==> src/rtl/video_timing_pkg.sv <==
// Shared constants for the raster timing generator: 480p defaults, position
// widths, FSM state encodings and the debug view of the controller.
package video_timing_pkg;

  localparam int H_POS_W = 11;
  localparam int V_POS_W = 10;

  localparam int DEF_H_ACTIVE = 720;
  localparam int DEF_H_FP     = 16;
  localparam int DEF_H_SYNC   = 62;
  localparam int DEF_H_BP     = 60;
  localparam int DEF_V_ACTIVE = 480;
  localparam int DEF_V_FP     = 9;
  localparam int DEF_V_SYNC   = 6;
  localparam int DEF_V_BP     = 30;
  localparam int DEF_FC_W     = 16;

  localparam logic [1:0] ST_IDLE  = 2'd0;
  localparam logic [1:0] ST_RUN   = 2'd1;
  localparam logic [1:0] ST_DRAIN = 2'd2;

  typedef struct packed {
    logic [1:0] state;
    logic       v_at_top;
  } vtg_dbg_t;

endpackage

==> src/rtl/vtg_axis_counter.sv <==
// One raster axis: signed wrap counter START..LAST with advance enable and
// hold-at-start, plus sync-window / at-start / at-last flags registered with it.
module vtg_axis_counter #(
  parameter int W       = 11,
  parameter int START   = -138,
  parameter int LAST    = 719,
  parameter int SYNC_LO = -122,
  parameter int SYNC_HI = -61
) (
  input  logic                i_clk,
  input  logic                i_rst_n,
  input  logic                i_adv,
  input  logic                i_hold,
  input  logic                i_active,
  output logic signed [W-1:0] o_pos,
  output logic signed [W-1:0] o_pos_next,
  output logic                o_in_sync,
  output logic                o_at_start,
  output logic                o_at_last
);

  localparam logic signed [W-1:0] P_START   = W'(START);
  localparam logic signed [W-1:0] P_LAST    = W'(LAST);
  localparam logic signed [W-1:0] P_SYNC_LO = W'(SYNC_LO);
  localparam logic signed [W-1:0] P_SYNC_HI = W'(SYNC_HI);
  localparam logic signed [W-1:0] P_ONE     = W'(1);

  logic signed [W-1:0] r_pos;
  logic signed [W-1:0] w_next;
  logic                r_in_sync;
  logic                r_at_start;
  logic                r_at_last;

  always_comb begin
    w_next = r_pos;
    if (i_hold) begin
      w_next = P_START;
    end else if (i_adv) begin
      w_next = (r_pos == P_LAST) ? P_START : r_pos + P_ONE;
    end
  end

  // Flags are computed from the next position so they line up with o_pos.
  always_ff @(posedge i_clk or negedge i_rst_n) begin
    if (!i_rst_n) begin
      r_pos      <= P_START;
      r_in_sync  <= 1'b0;
      r_at_start <= 1'b0;
      r_at_last  <= 1'b0;
    end else begin
      r_pos      <= w_next;
      r_in_sync  <= i_active && (w_next >= P_SYNC_LO) && (w_next <= P_SYNC_HI);
      r_at_start <= i_active && (w_next == P_START);
      r_at_last  <= i_active && (w_next == P_LAST);
    end
  end

  assign o_pos      = r_pos;
  assign o_pos_next = w_next;
  assign o_in_sync  = r_in_sync;
  assign o_at_start = r_at_start;
  assign o_at_last  = r_at_last;

endmodule

==> src/rtl/video_timing_gen.sv <==
// Raster timing generator (signed positions, syncs, enables, strobes, frame count).
// Optional VTG_LOOKAHEAD_EN adds hPosNext/vPosNext = position on the next clock.
module video_timing_gen
  import video_timing_pkg::*;
#(
  parameter int H_ACTIVE = DEF_H_ACTIVE,
  parameter int H_FP     = DEF_H_FP,
  parameter int H_SYNC   = DEF_H_SYNC,
  parameter int H_BP     = DEF_H_BP,
  parameter int V_ACTIVE = DEF_V_ACTIVE,
  parameter int V_FP     = DEF_V_FP,
  parameter int V_SYNC   = DEF_V_SYNC,
  parameter int V_BP     = DEF_V_BP,
  parameter int FC_W     = DEF_FC_W
) (
  input  logic                      pixelClock,
  input  logic                      reset_n,
  input  logic                      run,
  output logic signed [H_POS_W-1:0] hPosCounter,
  output logic signed [V_POS_W-1:0] vPosCounter,
`ifdef VTG_LOOKAHEAD_EN
  output logic signed [H_POS_W-1:0] hPosNext,
  output logic signed [V_POS_W-1:0] vPosNext,
`endif
  output logic                      hSync,
  output logic                      vSync,
  output logic                      inActiveDisplay,
  output logic                      lineStart,
  output logic                      frameStart,
  output logic [FC_W-1:0]           frameCount,
  output logic                      running,
  output vtg_dbg_t                  o_dbg
);

  localparam int H_BLANK = H_FP + H_SYNC + H_BP;
  localparam int V_BLANK = V_FP + V_SYNC + V_BP;
  localparam logic [FC_W-1:0] FC_ONE = FC_W'(1);

  if ((H_ACTIVE - 1 > 1023) || (H_BLANK > 1024) ||
      (V_ACTIVE - 1 > 511) || (V_BLANK > 512)) begin : g_bad_range
    $error("video_timing_gen: raster positions do not fit the signed position ports");
  end

  logic [1:0]                r_state;
  logic [1:0]                w_state_next;
  logic                      w_adv;
  logic                      w_hold;
  logic                      w_active_next;
  logic                      w_frame_end;
  logic signed [H_POS_W-1:0] w_h_next;
  logic signed [V_POS_W-1:0] w_v_next;
  logic                      w_h_at_last;
  logic                      w_v_at_last;
  logic                      w_v_at_top;
  logic                      r_running;
  logic                      r_active;
  logic                      r_frame_start;
  logic [FC_W-1:0]           r_frame_count;

  // Counter motion depends only on the registered state, never on run, so the
  // IDLE->RUN first cycle repeats the start position and DRAIN ends on the wrap.
  assign w_adv         = (r_state != ST_IDLE);
  assign w_hold        = (r_state == ST_IDLE);
  assign w_frame_end   = w_h_at_last && w_v_at_last;
  assign w_active_next = (w_state_next != ST_IDLE);

  always_comb begin
    w_state_next = r_state;
    case (r_state)
      ST_IDLE:  if (run) w_state_next = ST_RUN;
      ST_RUN:   if (!run) w_state_next = w_frame_end ? ST_IDLE : ST_DRAIN;
      ST_DRAIN: begin
        if (run)              w_state_next = ST_RUN;
        else if (w_frame_end) w_state_next = ST_IDLE;
      end
      default:  w_state_next = ST_IDLE;
    endcase
  end

  vtg_axis_counter #(
    .W(H_POS_W), .START(-H_BLANK), .LAST(H_ACTIVE - 1),
    .SYNC_LO(-(H_SYNC + H_BP)), .SYNC_HI(-H_BP - 1)
  ) u_h_cnt (
    .i_clk(pixelClock), .i_rst_n(reset_n), .i_adv(w_adv), .i_hold(w_hold),
    .i_active(w_active_next), .o_pos(hPosCounter), .o_pos_next(w_h_next),
    .o_in_sync(hSync), .o_at_start(lineStart), .o_at_last(w_h_at_last)
  );

  vtg_axis_counter #(
    .W(V_POS_W), .START(-V_BLANK), .LAST(V_ACTIVE - 1),
    .SYNC_LO(-(V_SYNC + V_BP)), .SYNC_HI(-V_BP - 1)
  ) u_v_cnt (
    .i_clk(pixelClock), .i_rst_n(reset_n), .i_adv(w_adv && w_h_at_last),
    .i_hold(w_hold), .i_active(w_active_next), .o_pos(vPosCounter),
    .o_pos_next(w_v_next), .o_in_sync(vSync), .o_at_start(w_v_at_top),
    .o_at_last(w_v_at_last)
  );

  always_ff @(posedge pixelClock or negedge reset_n) begin
    if (!reset_n) begin
      r_state       <= ST_IDLE;
      r_running     <= 1'b0;
      r_active      <= 1'b0;
      r_frame_start <= 1'b0;
      r_frame_count <= '0;
    end else begin
      r_state       <= w_state_next;
      r_running     <= w_active_next;
      r_active      <= w_active_next && !w_h_next[H_POS_W-1] && !w_v_next[V_POS_W-1];
      r_frame_start <= w_active_next && (w_h_next == '0) && (w_v_next == '0);
      if (w_frame_end) r_frame_count <= r_frame_count + FC_ONE;
    end
  end

  assign running         = r_running;
  assign inActiveDisplay = r_active;
  assign frameStart      = r_frame_start;
  assign frameCount      = r_frame_count;
  assign o_dbg.state     = r_state;
  assign o_dbg.v_at_top  = w_v_at_top;

`ifdef VTG_LOOKAHEAD_EN
  assign hPosNext = w_h_next;
  assign vPosNext = w_v_next;
`endif

endmodule

==> config.mk <==
export PLATFORM = sky130hd
export DESIGN_NAME = video_timing_gen
export DESIGN_NICKNAME = d
export VERILOG_FILES = /design/src/rtl/video_timing_pkg.sv /design/src/rtl/vtg_axis_counter.sv /design/src/rtl/video_timing_gen.sv
export SDC_FILE = /design/constraint.sdc
export NUM_CORES = 1
export LEC_CHECK = 0
export BUFFER_PORTS_ARGS = -buffer_cell sky130_fd_sc_hd__buf_4
export CORE_MARGIN = 2
export CORE_UTILIZATION = 60
export DETAILED_ROUTE_END_ITERATION = 16
export HOLD_SLACK_MARGIN = 0.06
export PLACE_DENSITY = 0.86
export SYNTH_ARGS = -nofsm -noshare
export SYNTH_HDL_FRONTEND = slang
export SYNTH_HIERARCHICAL = 1
export SYNTH_SLANG_ARGS = --single-unit
==> constraint.sdc <==
create_clock -name pixelClock -period 5.4 [get_ports pixelClock]
set_input_delay 0.81 -clock pixelClock [delete_from_list [all_inputs] [get_ports pixelClock]]
set_output_delay 0.81 -clock pixelClock [all_outputs]
set_load 0.1 [all_outputs]
==> results of run 1 <==
worst paths after layout:
path / start / endpoint
max: r_state[1] / frameStart
min: reset_n / frameCount[12]
min reg2reg: frameCount[15] / frameCount[15]
max reg2reg: r_state[1] / frameStart
max in group asynchronous: reset_n / u_v_cnt/o_pos[0]
min in group pixelClock: frameCount[15] / frameCount[15]
final cells by class:
type                    instances  area [sq um]
clock buffers                   5          68.8
clock inverters                 3          46.3
well taps                      52          65.1
repair buffers                 48           360
fillers                       335          1180
multi-input cells             199          1350
inverters                       7          26.3
flip-flops and latches         48          1220
critical path, delay by kind of cell (launching register included):
kind / cells / cell delay (ns)
DFF: 1 / 0.43
AOI/OAI and AO/OA: 1 / 0.60
and+or+nand+nor: 8 / 2.32
cell usage after synthesis (4+ instances only):
master and instances:
clkbuf_1 4, o21ai_0 4, inv_1 7, dfrtp_1 33, xor2_1 8, nor2b_1 6, nand2_1 37, dfstp_2 15
nand3_1 13, nor4_1 6, xnor2_1 24, nand3b_1 4, nand4_1 12, nor3_1 9, a21oi_1 4, nor2_1 8
and3_1 5
through the flow:
step / power [uW] / cell area (sq um)
5_1_grt: 1190 / 3140
6_report: 1130 / 3140
2_1_floorplan: 790 / 2660
3_5_place_dp: 867 / 3020
4_1_cts: 1130 / 3140
3_3_place_gp: 863 / 3020
kinds of logic after synthesis:
kind of cell	Yosys count	share of synthesized area, %
AND/OR/NAND/NOR	130	28.7
multiplexers	4	1.55
adder cells (fa/ha/maj)	3	1.41
AO/OA/AOI/OAI	30	8.66
XOR/XNOR	32	10.5
buffers and inverters	17	3.20
flip-flops	48	45.9
flip-flops by register name, summed over array words and instances, names as in the netlist:
register            count
u_v_cnt/o_in_sync       1
inActiveDisplay         1
u_h_cnt/o_pos          11
u_v_cnt/o_at_last       1
u_v_cnt/o_at_start      1
frameStart              1
u_h_cnt/o_in_sync       1
running                 1
frameCount             16
u_h_cnt/o_at_start      1
u_v_cnt/o_pos          10
r_state                 2
u_h_cnt/o_at_last       1
layer usage:
layer	part of all wire, %	track usage [%]
met1	43	35.7
met2	49	40.3
met3	5.8	3.99
met4	1.6	7.55
met5	0	0
power by group through the flow:
stage	logic, uW	clock network (uW)	registers, uW
5_1_grt	456	288	442
3_5_place_dp	426	0	441
6_report	433	263	436
2_1_floorplan	191	0	599
4_1_cts	430	269	435
3_3_place_gp	422	0	441
==> run_results.csv, run 1 <==
group,metric,value,unit
floorplan,die_width,70.6,um
worst_setup_path,start_kind,"register",
timing,whs,0.492,ns
worst_setup_path,path_common_cell,"nor4_1",
synthesis,async_flop_share,100,%
timing,tns,0,ns
synthesis,synth_edf_count,0,
power,switchingPower,492,uW
synthesis,yosysUniqueCellTypes,58,
synthesis,ys_ff_latch,48,
worst_hold_path,hold_path.class,"primary input to async pin",
clock_network,clockBufferDepth,2,
finish,nets,315,
worst_setup_path,cp-end-kind,"register",
clock_network,cts.sinks,48,
synthesis,yosysWarnings,6,
timing,period_minus_slack,3.41,ns
synthesis,syn-instance-count,264,
floorplan,io_pins,49,
placed_design,dp_hpwl,4430,um
power,peakVddDrop,0.348,mV
placed_design,place_congestion,0.928,
drt,drt_pass1_iterations,4,
worst_setup_path,cp.arrival,3.65,ns
placed_design,port_buffers,48,
finish,layout_common_cells,"buf_4 (48), nand2_1 (37), dfrtp_1 (33), xnor2_1 (24), dfstp_2 (15)",
floorplan,core,4320,sq um
worst_setup_path,crit_path_top_delay_cell,"o41a_1",
synthesis,syn_area_per_cell,10.1,sq um
timing,max_freq,293,MHz
finish,drive_gt1_share,28.1,%
worst_setup_path,worst_r2r_path_depth,9,
timing,finalWorstSetupSlack,1.99,ns
finish,layout_commonest_cell,"buf_4",
timing,max-slew-margin-rel,33.0,%
clock_network,cts-buffers-inserted,5,
drt,vias,2243,
drt,remaining_drc_errors,0,
clock_network,hold_buffers,0,
timing,slew_violations,0,
global_route,grt.overflow.total,0,
synthesis,yosys_most_used_dff,"dfrtp_1",
global_route,grt_usage,25.1,%
worst_setup_path,path_class,"register to register",
clock_network,clock_latency,0.31,ns
floorplan,initial_core_util,61.5,%
timing,hold_viol,0,
global_route,grt_max_degree,49,
drt,detail_route.wl_per_cell,16.4,um
power,p_comb_share,38.2,%
power,p_int,641,uW
finish,final_cells,362,
worst_setup_path,required,5.63,ns
clock_network,clkTransAtPathRegs,0.10,ns
floorplan,die_h,70.6,um
clock_network,cts_tree,"yes",
global_route,grt_pass1_vias,2009,
placed_design,pre_cts_slack,2.05,ns
clock_network,cts_max_level,2,
drt,drtIter0Drc,212,
timing,fin_skew,0.0141,ns
global_route,antenna_found_initial,0,
worst_setup_path,slowest_delay,0.60,ns
synthesis,synthTopCellsByArea,"dfrtp_1 (31%), dfstp_2 (15%), xnor2_1 (7.9%)",
timing,tightest_slew,0.992,ns
placed_design,place_inst,354,
clock_network,post_cts_buffers,0,
drt,postRouteAntennaNets,0,
finish,area_delta_synth_final,18.1,%
synthesis,synth_top_cell_area_share,31.1,%
finish,insertedDiodeCount,0,
power,power.density,361,nW/um^2
outcome,outcome,"complete, no violations",
timing,setup_viol,0,
clock_network,cts_resized,0,
floorplan,fp.dieArea,4980,sq um
synthesis,syn-cell-area,2660,sq um
clock_network,cts-root-buf,"clkbuf_8",
finish,final_util,72.6,%
power,seqPwrFrac,38.5,%
timing,min_period_over_period,63.2,%
worst_setup_path,regToRegSetupSlack,1.99,ns
timing,rsz0062_at_grt,"false",
power,p_sw_share,43.4,%
run,cap_violations,0,
drt,wirelength,5940,um
worst_setup_path,crit_path_cell_trace,"or2_1, and2_1, nand3_2, o41a_1, and2b_1, nor4_1, nand2_1, nor4_1, and4_1",
synthesis,syn_nets,270,
global_route,grt_pass1_wl,9930,um
synthesis,synth_top_cell_by_area,"dfrtp_1",
power,p_clk_share,23.3,%
power,leakage,0.00138,uW
worst_setup_path,crit_path_max_fanout,16,
floorplan,rows,24,
synthesis,ys_seq_area_share,45.9,%
drt,via_per_inst,6.20,
Power figures use the tool's default switching activity.
==> run 2: changes to the inputs <==
--- a/config.mk
+++ b/config.mk
@@ -5,12 +5,13 @@
 export SDC_FILE = /design/constraint.sdc
 export NUM_CORES = 1
 export LEC_CHECK = 0
+export ABC_AREA = 1
 export BUFFER_PORTS_ARGS = -buffer_cell sky130_fd_sc_hd__buf_4
 export CORE_MARGIN = 2
-export CORE_UTILIZATION = 60
+export CORE_UTILIZATION = 56
 export DETAILED_ROUTE_END_ITERATION = 16
 export HOLD_SLACK_MARGIN = 0.06
-export PLACE_DENSITY = 0.86
+export PLACE_DENSITY = 0.81
 export SYNTH_ARGS = -nofsm -noshare
 export SYNTH_HDL_FRONTEND = slang
 export SYNTH_HIERARCHICAL = 1
==> constraint.sdc (replaced) <==
create_clock -name pixelClock -period 3.4 [get_ports pixelClock]
set_input_delay 0.51 -clock pixelClock [delete_from_list [all_inputs] [get_ports pixelClock]]
set_output_delay 0.51 -clock pixelClock [all_outputs]
set_load 0.1 [all_outputs]
==> run 2 against run 1 <==
- combinational power barely moved
- worst hold slack worse by 0.29 ns
- sequential cell count is the same
- core utilization down 5.1 points
- synthesized area rose by 8.1%
- clock skew decreased by 0.0083 ns
- sequential share of layout area down 3.0 points
==> run_results.csv, run 2 <==
group,metric,value,unit
outcome,outcome,"complete, no violations",
global_route,grt.overflow.total,0,
synthesis,async_flop_share,100,%
finish,area_delta_synth_final,18.6,%
synthesis,yosys.area_share.simple,41.2,%
drt,drtIter0Drc,122,
clock_network,clock_latency,0.30,ns
finish,fin_area,3400,sq um
timing,min_period_over_period,74.5,%
finish,layout_common_cells,"nand2_1 (101), inv_1 (60), nor2_1 (59), buf_4 (48), dfrtp_1 (33)",
clock_network,clockBufferDepth,2,
synthesis,synthXorXnorAreaFrac,4.23,%
synthesis,syn_area_per_cell,7.56,sq um
placed_design,port_buffers,48,
clock_network,cts_resized,0,
timing,period_minus_slack,2.53,ns
placed_design,dp_hpwl,4850,um
timing,setup_viol,0,
drt,vias,2560,
synthesis,synth_top_cells_by_count,"nand2_1 (101), inv_1 (60), nor2_1 (59), dfrtp_1 (33), nand3_1 (25)",
drt,wirelength,6340,um
clock_network,post_cts_buffers,0,
clock_network,hold_buffers,0,
floorplan,initial_core_util,56.9,%
finish,layout_commonest_cell,"nand2_1",
synthesis,ys_seq_area_share,42.5,%
finish,final_util,67.5,%
timing,tns,0,ns
global_route,grt_pass1_vias,2331,
power,peakVddDrop,0.351,mV
synthesis,yosysWarnings,6,
global_route,use_met2,38.6,%
finish,multi_input_area,1400,sq um
placed_design,dpl_cell_area,3310,sq um
global_route,grtUsageMet3,3.70,%
global_route,grt_max_degree,49,
timing,tightest_slew,0.761,ns
synthesis,syn_nets,386,
floorplan,io_pins,49,
finish,nets,440,
floorplan,core,5040,sq um
synthesis,syn-instance-count,380,
finish,insertedDiodeCount,0,
finish,drive_gt1_share,26.2,%
worst_setup_path,cp-end-kind,"register",
synthesis,syn-cell-area,2870,sq um
synthesis,synthMuxAreaShare,0,%
drt,detail_route.wl_per_cell,12.6,um
timing,hold_viol,0,
placed_design,place_inst,497,
drt,via_per_inst,5.07,
drt,postRouteAntennaNets,0,
clock_network,cts_max_level,2,
clock_network,cts-buffers-inserted,5,
synthesis,yosys_most_used_dff,"dfrtp_1",
synthesis,ys_ff_latch,48,
floorplan,die_h,75.6,um
drt,drt_pass1_iterations,4,
timing,max-slew-margin-rel,48.8,%
worst_hold_path,hold_path.class,"primary input to async pin",
power,leakage,0.00183,uW
worst_setup_path,cp.arrival,2.76,ns
floorplan,fp.dieArea,5720,sq um
global_route,grt_pass1_wl,10400,um
finish,fill_cells,417,
worst_setup_path,path_class,"register to register",
timing,slew_violations,0,
synthesis,synthTopCellsByArea,"dfrtp_1 (29%), dfstp_2 (14%), nand2_1 (13%)",
timing,rsz0062_at_grt,"false",
global_route,antenna_found_initial,0,
synthesis,synth_top_family_by_area,"simple AND/OR/NAND/NOR gates",
worst_setup_path,start_kind,"register",
synthesis,post-synth-top-count-cell,"nand2_1",
worst_setup_path,required,3.62,ns
finish,layout.area.seq,1220,sq um
global_route,grt_usage,23.9,%
clock_network,cts_tree,"yes",
drt,remaining_drc_errors,0,
run,cap_violations,0,
global_route,grt_most_used_layer,"met2",
timing,fin_skew,0.00573,ns
synthesis,synth_top_cell_area_share,28.8,%
synthesis,synth_compound_area_share,1.83,%
finish,final_cells,505,
clock_network,cts-root-buf,"clkbuf_8",
timing,max_freq,395,MHz
synthesis,synth_fa_ha_area_share,1.31,%
synthesis,synth_edf_count,0,
synthesis,yosysUniqueCellTypes,31,
synthesis,synth_top_cell_by_area,"dfrtp_1",
worst_setup_path,crit_path_max_fanout,8,
power,power.density,412,nW/um^2
floorplan,die_width,75.6,um
clock_network,clkTransAtPathRegs,0.09,ns
finish,largest_reg_flops,16,
placed_design,place_congestion,0.885,
clock_network,cts.sinks,48,
global_route,grtUsageMet1,32.3,%
floorplan,rows,26,
-- run 2: worst max-delay path, cell delays in order (launching register included) --
cell and delay, ns:
dfrtp_1 0.37, inv_1 0.05, nand2_1 0.23, inv_1 0.12
nor2_1 0.41, inv_1 0.17, nor2_4 0.18, nand2_1 0.08
o21ai_0 0.15, nand3_1 0.18, nor2_1 0.15, nand2_1 0.07
nor2_1 0.10, nand3_1 0.08, nor2_1 0.12
-- run 2: area by class of cell --
cell class                      instances  share of cell area (%)
Clock buffer                            6                    2.43
Tap cell                               70                    2.57
Timing Repair Buffer                   48                    10.6
Clock inverter                          2                   0.294
Multi-Input combinational cell        266                    41.0
Sequential cell                        48                    35.8
Inverter                               65                    7.31
-- run 2: cell families (layout without fill, tap and decap cells) --
kind of cell / Yosys count / after routing
AO/OA/AOI/OAI: 9 / 9
AND/OR/NAND/NOR: 241 / 241
flip-flops: 48 / 48
XOR/XNOR: 13 / 13
buffers and inverters: 66 / 121
adder cells (fa/ha/maj): 3 / 3
-- run 2: path summary, 6_finish.rpt --
check / start / end / slack, ns / cells past startpoint
max in group asynchronous: reset_n / u_h_cnt/o_at_last / 2.77 / 1
worst max register to register: r_state[1] / frameStart / 0.87 / 14
worst max-delay path: r_state[1] / frameStart / 0.87 / 14
worst min-delay path: reset_n / frameCount[2] / 0.20 / 1
worst min register to register: frameCount[5] / frameCount[5] / 0.53 / 1
min in group pixelClock: run / r_state[0] / 0.48 / 3
-- run 2: metal layers --
metal  vias up  wire (um)
met4         0         79
met3         8        389
met2        89       2990
li1       1274          -
met5         -          0
met1      1189       2890
-- run 2: report_power, final --
part           switching (uW)  internal (uW)  leakage (uW)
registers                23.8            603      0.000607
clock network             183            163     0.0000510
logic                     340           89.7       0.00117
total                     547            855       0.00183
-- run 2: metrics by stage --
| stage | setup WS [ns] | power (uW) | hold slack (ns) |
|---|---|---|---|
| 3_5_place_dp | 0.884 | 1060 | 0.515 |
| 6_report | 0.867 | 1400 | 0.204 |
| 4_1_cts | 0.901 | 1420 | 0.231 |
| 5_1_grt | 0.612 | 1460 | 0.260 |
| 3_3_place_gp | 1.07 | 1060 | 0.507 |
| 2_1_floorplan | 0.684 | 975 | 0.214 |
==> run 3: changes to the inputs <==
==> constraint.sdc (replaced) <==
create_clock -name pixelClock -period 2.52 [get_ports pixelClock]
set_input_delay 0.378 -clock pixelClock [delete_from_list [all_inputs] [get_ports pixelClock]]
set_output_delay 0.378 -clock pixelClock [all_outputs]
set_load 0.1 [all_outputs]
==> run 3 against run 2 <==
- register-to-register slack worse by 0.53 ns
- global-route usage is 0.32 points higher
- power is 38% higher
- wire length is 3.6% higher
- core utilization is 0.55 points higher
- fmax is 16% higher
- clock skew is 0.0029 ns higher
- first-iteration DRC count is 15% higher
- sequential cell count stayed put
- largest cell class unchanged
- highest routed layer unchanged
==> run_results.csv, run 3 (synthesis gave the netlist of run 2 again) <==
group,metric,value,unit
finish,nets,442,
floorplan,fp.dieArea,5720,sq um
drt,met1_length,2830,um
worst_setup_path,cp-end-kind,"register",
finish,layout_common_cells,"nand2_1 (101), inv_1 (60), nor2_1 (58), buf_4 (50), dfrtp_1 (31)",
worst_setup_path,start_kind,"register",
worst_setup_path,path_class,"register to register",
clock_network,cts.sinks,48,
worst_setup_path,crit_path_cell_trace,"inv_1, nand2_1, inv_1, nor2_2, inv_1, nor2_4, nand2_1, o21ai_0, nand3_1, nor2_1, nand2_1, nor2_1, nand3_1, nor2_1",
worst_setup_path,crit_path_max_fanout,7,
finish,area_delta_synth_final,19.5,%
floorplan,io_pins,49,
timing,setup_viol,0,
drt,drtIter0Drc,140,
timing,tns,0,ns
global_route,grt_usage,24.2,%
global_route,grt_pass1_wl,10500,um
drt,remaining_drc_errors,0,
drt,via_per_inst,5.15,
floorplan,die_width,75.6,um
timing,rsz0062_at_grt,"false",
floorplan,initial_core_util,56.9,%
worst_setup_path,required,2.75,ns
power,power.density,563,nW/um^2
floorplan,rows,26,
worst_setup_path,regToRegSetupSlack,0.34,ns
timing,min_period_over_period,86.7,%
timing,whs,0.0765,ns
finish,multi_input_area,1400,sq um
worst_setup_path,worst_r2r_path_depth,14,
clock_network,cts-root-buf,"clkbuf_8",
timing,max-slew-margin-rel,59.6,%
finish,insertedDiodeCount,0,
floorplan,die_h,75.6,um
finish,largest_reg_flops,16,
worst_setup_path,reg2reg_from,"r_state[1]",
finish,fill_cells,430,
clock_network,clock_latency,0.30,ns
clock_network,cts_tree,"yes",
drt,highest_layer,"met4",
timing,max_freq,458,MHz
power,leakage,0.00184,uW
clock_network,cts-buffers-inserted,5,
drt,postRouteAntennaNets,0,
finish,layout_commonest_cell,"nand2_1",
timing,fin_skew,0.00863,ns
outcome,outcome,"complete, no violations",
drt,wl_met2,3220,um
drt,drt_pass1_iterations,5,
worst_setup_path,crit_path_start,"r_state[1]",
clock_network,cts_max_level,2,
drt,wirelength,6570,um
drt,detail_route.wl_per_cell,13.0,um
worst_setup_path,crit_path_top_delay_cell,"dfrtp_2",
global_route,grt_pass1_vias,2339,
worst_setup_path,crit_path_end,"frameStart",
worst_setup_path,slowest_delay,0.38,ns
worst_hold_path,hold_path.class,"primary input to async pin",
timing,finalWorstSetupSlack,0.336,ns
run,cap_violations,0,
floorplan,core,5040,sq um
worst_setup_path,cp.arrival,2.41,ns
worst_setup_path,r2r_end,"frameStart",
timing,tightest_slew,0.606,ns
placed_design,place_congestion,0.920,
finish,layout.area.seq,1220,sq um
power,peakVddDrop,0.342,mV
clock_network,clkTransAtPathRegs,0.09,ns
placed_design,dp_hpwl,4960,um
timing,hold_viol,0,
global_route,grt_max_degree,49,
global_route,grt.overflow.total,0,
placed_design,pre_cts_slack,0.253,ns
finish,final_util,68.1,%
global_route,antenna_found_initial,0,
timing,period_minus_slack,2.18,ns
placed_design,port_buffers,48,
drt,vias,2611,
drt,dr_wl_met3,389,um
finish,drive_gt1_share,27.0,%
clock_network,clockBufferDepth,2,
timing,slew_violations,0,
## run 3: what timing repair did
action | 4_1_cts | 5_1_grt
hold buffers | 0 | 0
setup endpoints to repair | 0 | 1
resized for setup | 0 | 1
setup buffers | 0 | 0
## run 3: area by class of cell
class / instances / share of cell area [%]
clock buffers: 8 / 2.92
flip-flops and latches: 48 / 35.6
inverters: 65 / 7.25
repair buffers: 50 / 10.9
multi-input cells: 266 / 40.7
well taps: 70 / 2.55
## run 3: how the worst min path moves through the flow
stage	to	cells after the start	slack, ns
2_1_floorplan	frameCount[0]	0	0.08
3_3_place_gp	frameCount[2]	1	0.43
3_5_place_dp	frameCount[3]	1	0.43
4_1_cts	frameCount[3]	1	0.1
5_1_grt	frameCount[3]	1	0.12
6_report	frameCount[3]	1	0.08
## run 3: routing by layer
layer	up-vias	GRT usage (%)
li1	1283	-
met1	1217	32.1
met2	96	40.2
met3	15	4.10
met4	0	8.38
met5	-	0
## run 3: through the flow
stage | cell area, sq um | total power [uW] | std cells
floorplan | 2870 | 1320 | 380
global placement | 3330 | 1440 | 499
detailed placement | 3330 | 1440 | 499
CTS | 3430 | 1950 | 507
global route | 3430 | 2020 | 507
finish | 3430 | 1930 | 507
## run 3: worst max-delay path, delay by kind of cell, from the launching register on
kind,cells,cell delay (ns)
and+or+nand+nor,10,1.28
DFF,1,0.38
buffers and inverters,3,0.26
AOI/OAI and AO/OA,1,0.17
## run 3: where the power goes
part,switching [uW],internal (uW),total [uW]
Combinational,462,126,588
Clock,251,251,501
Sequential,31.1,813,845
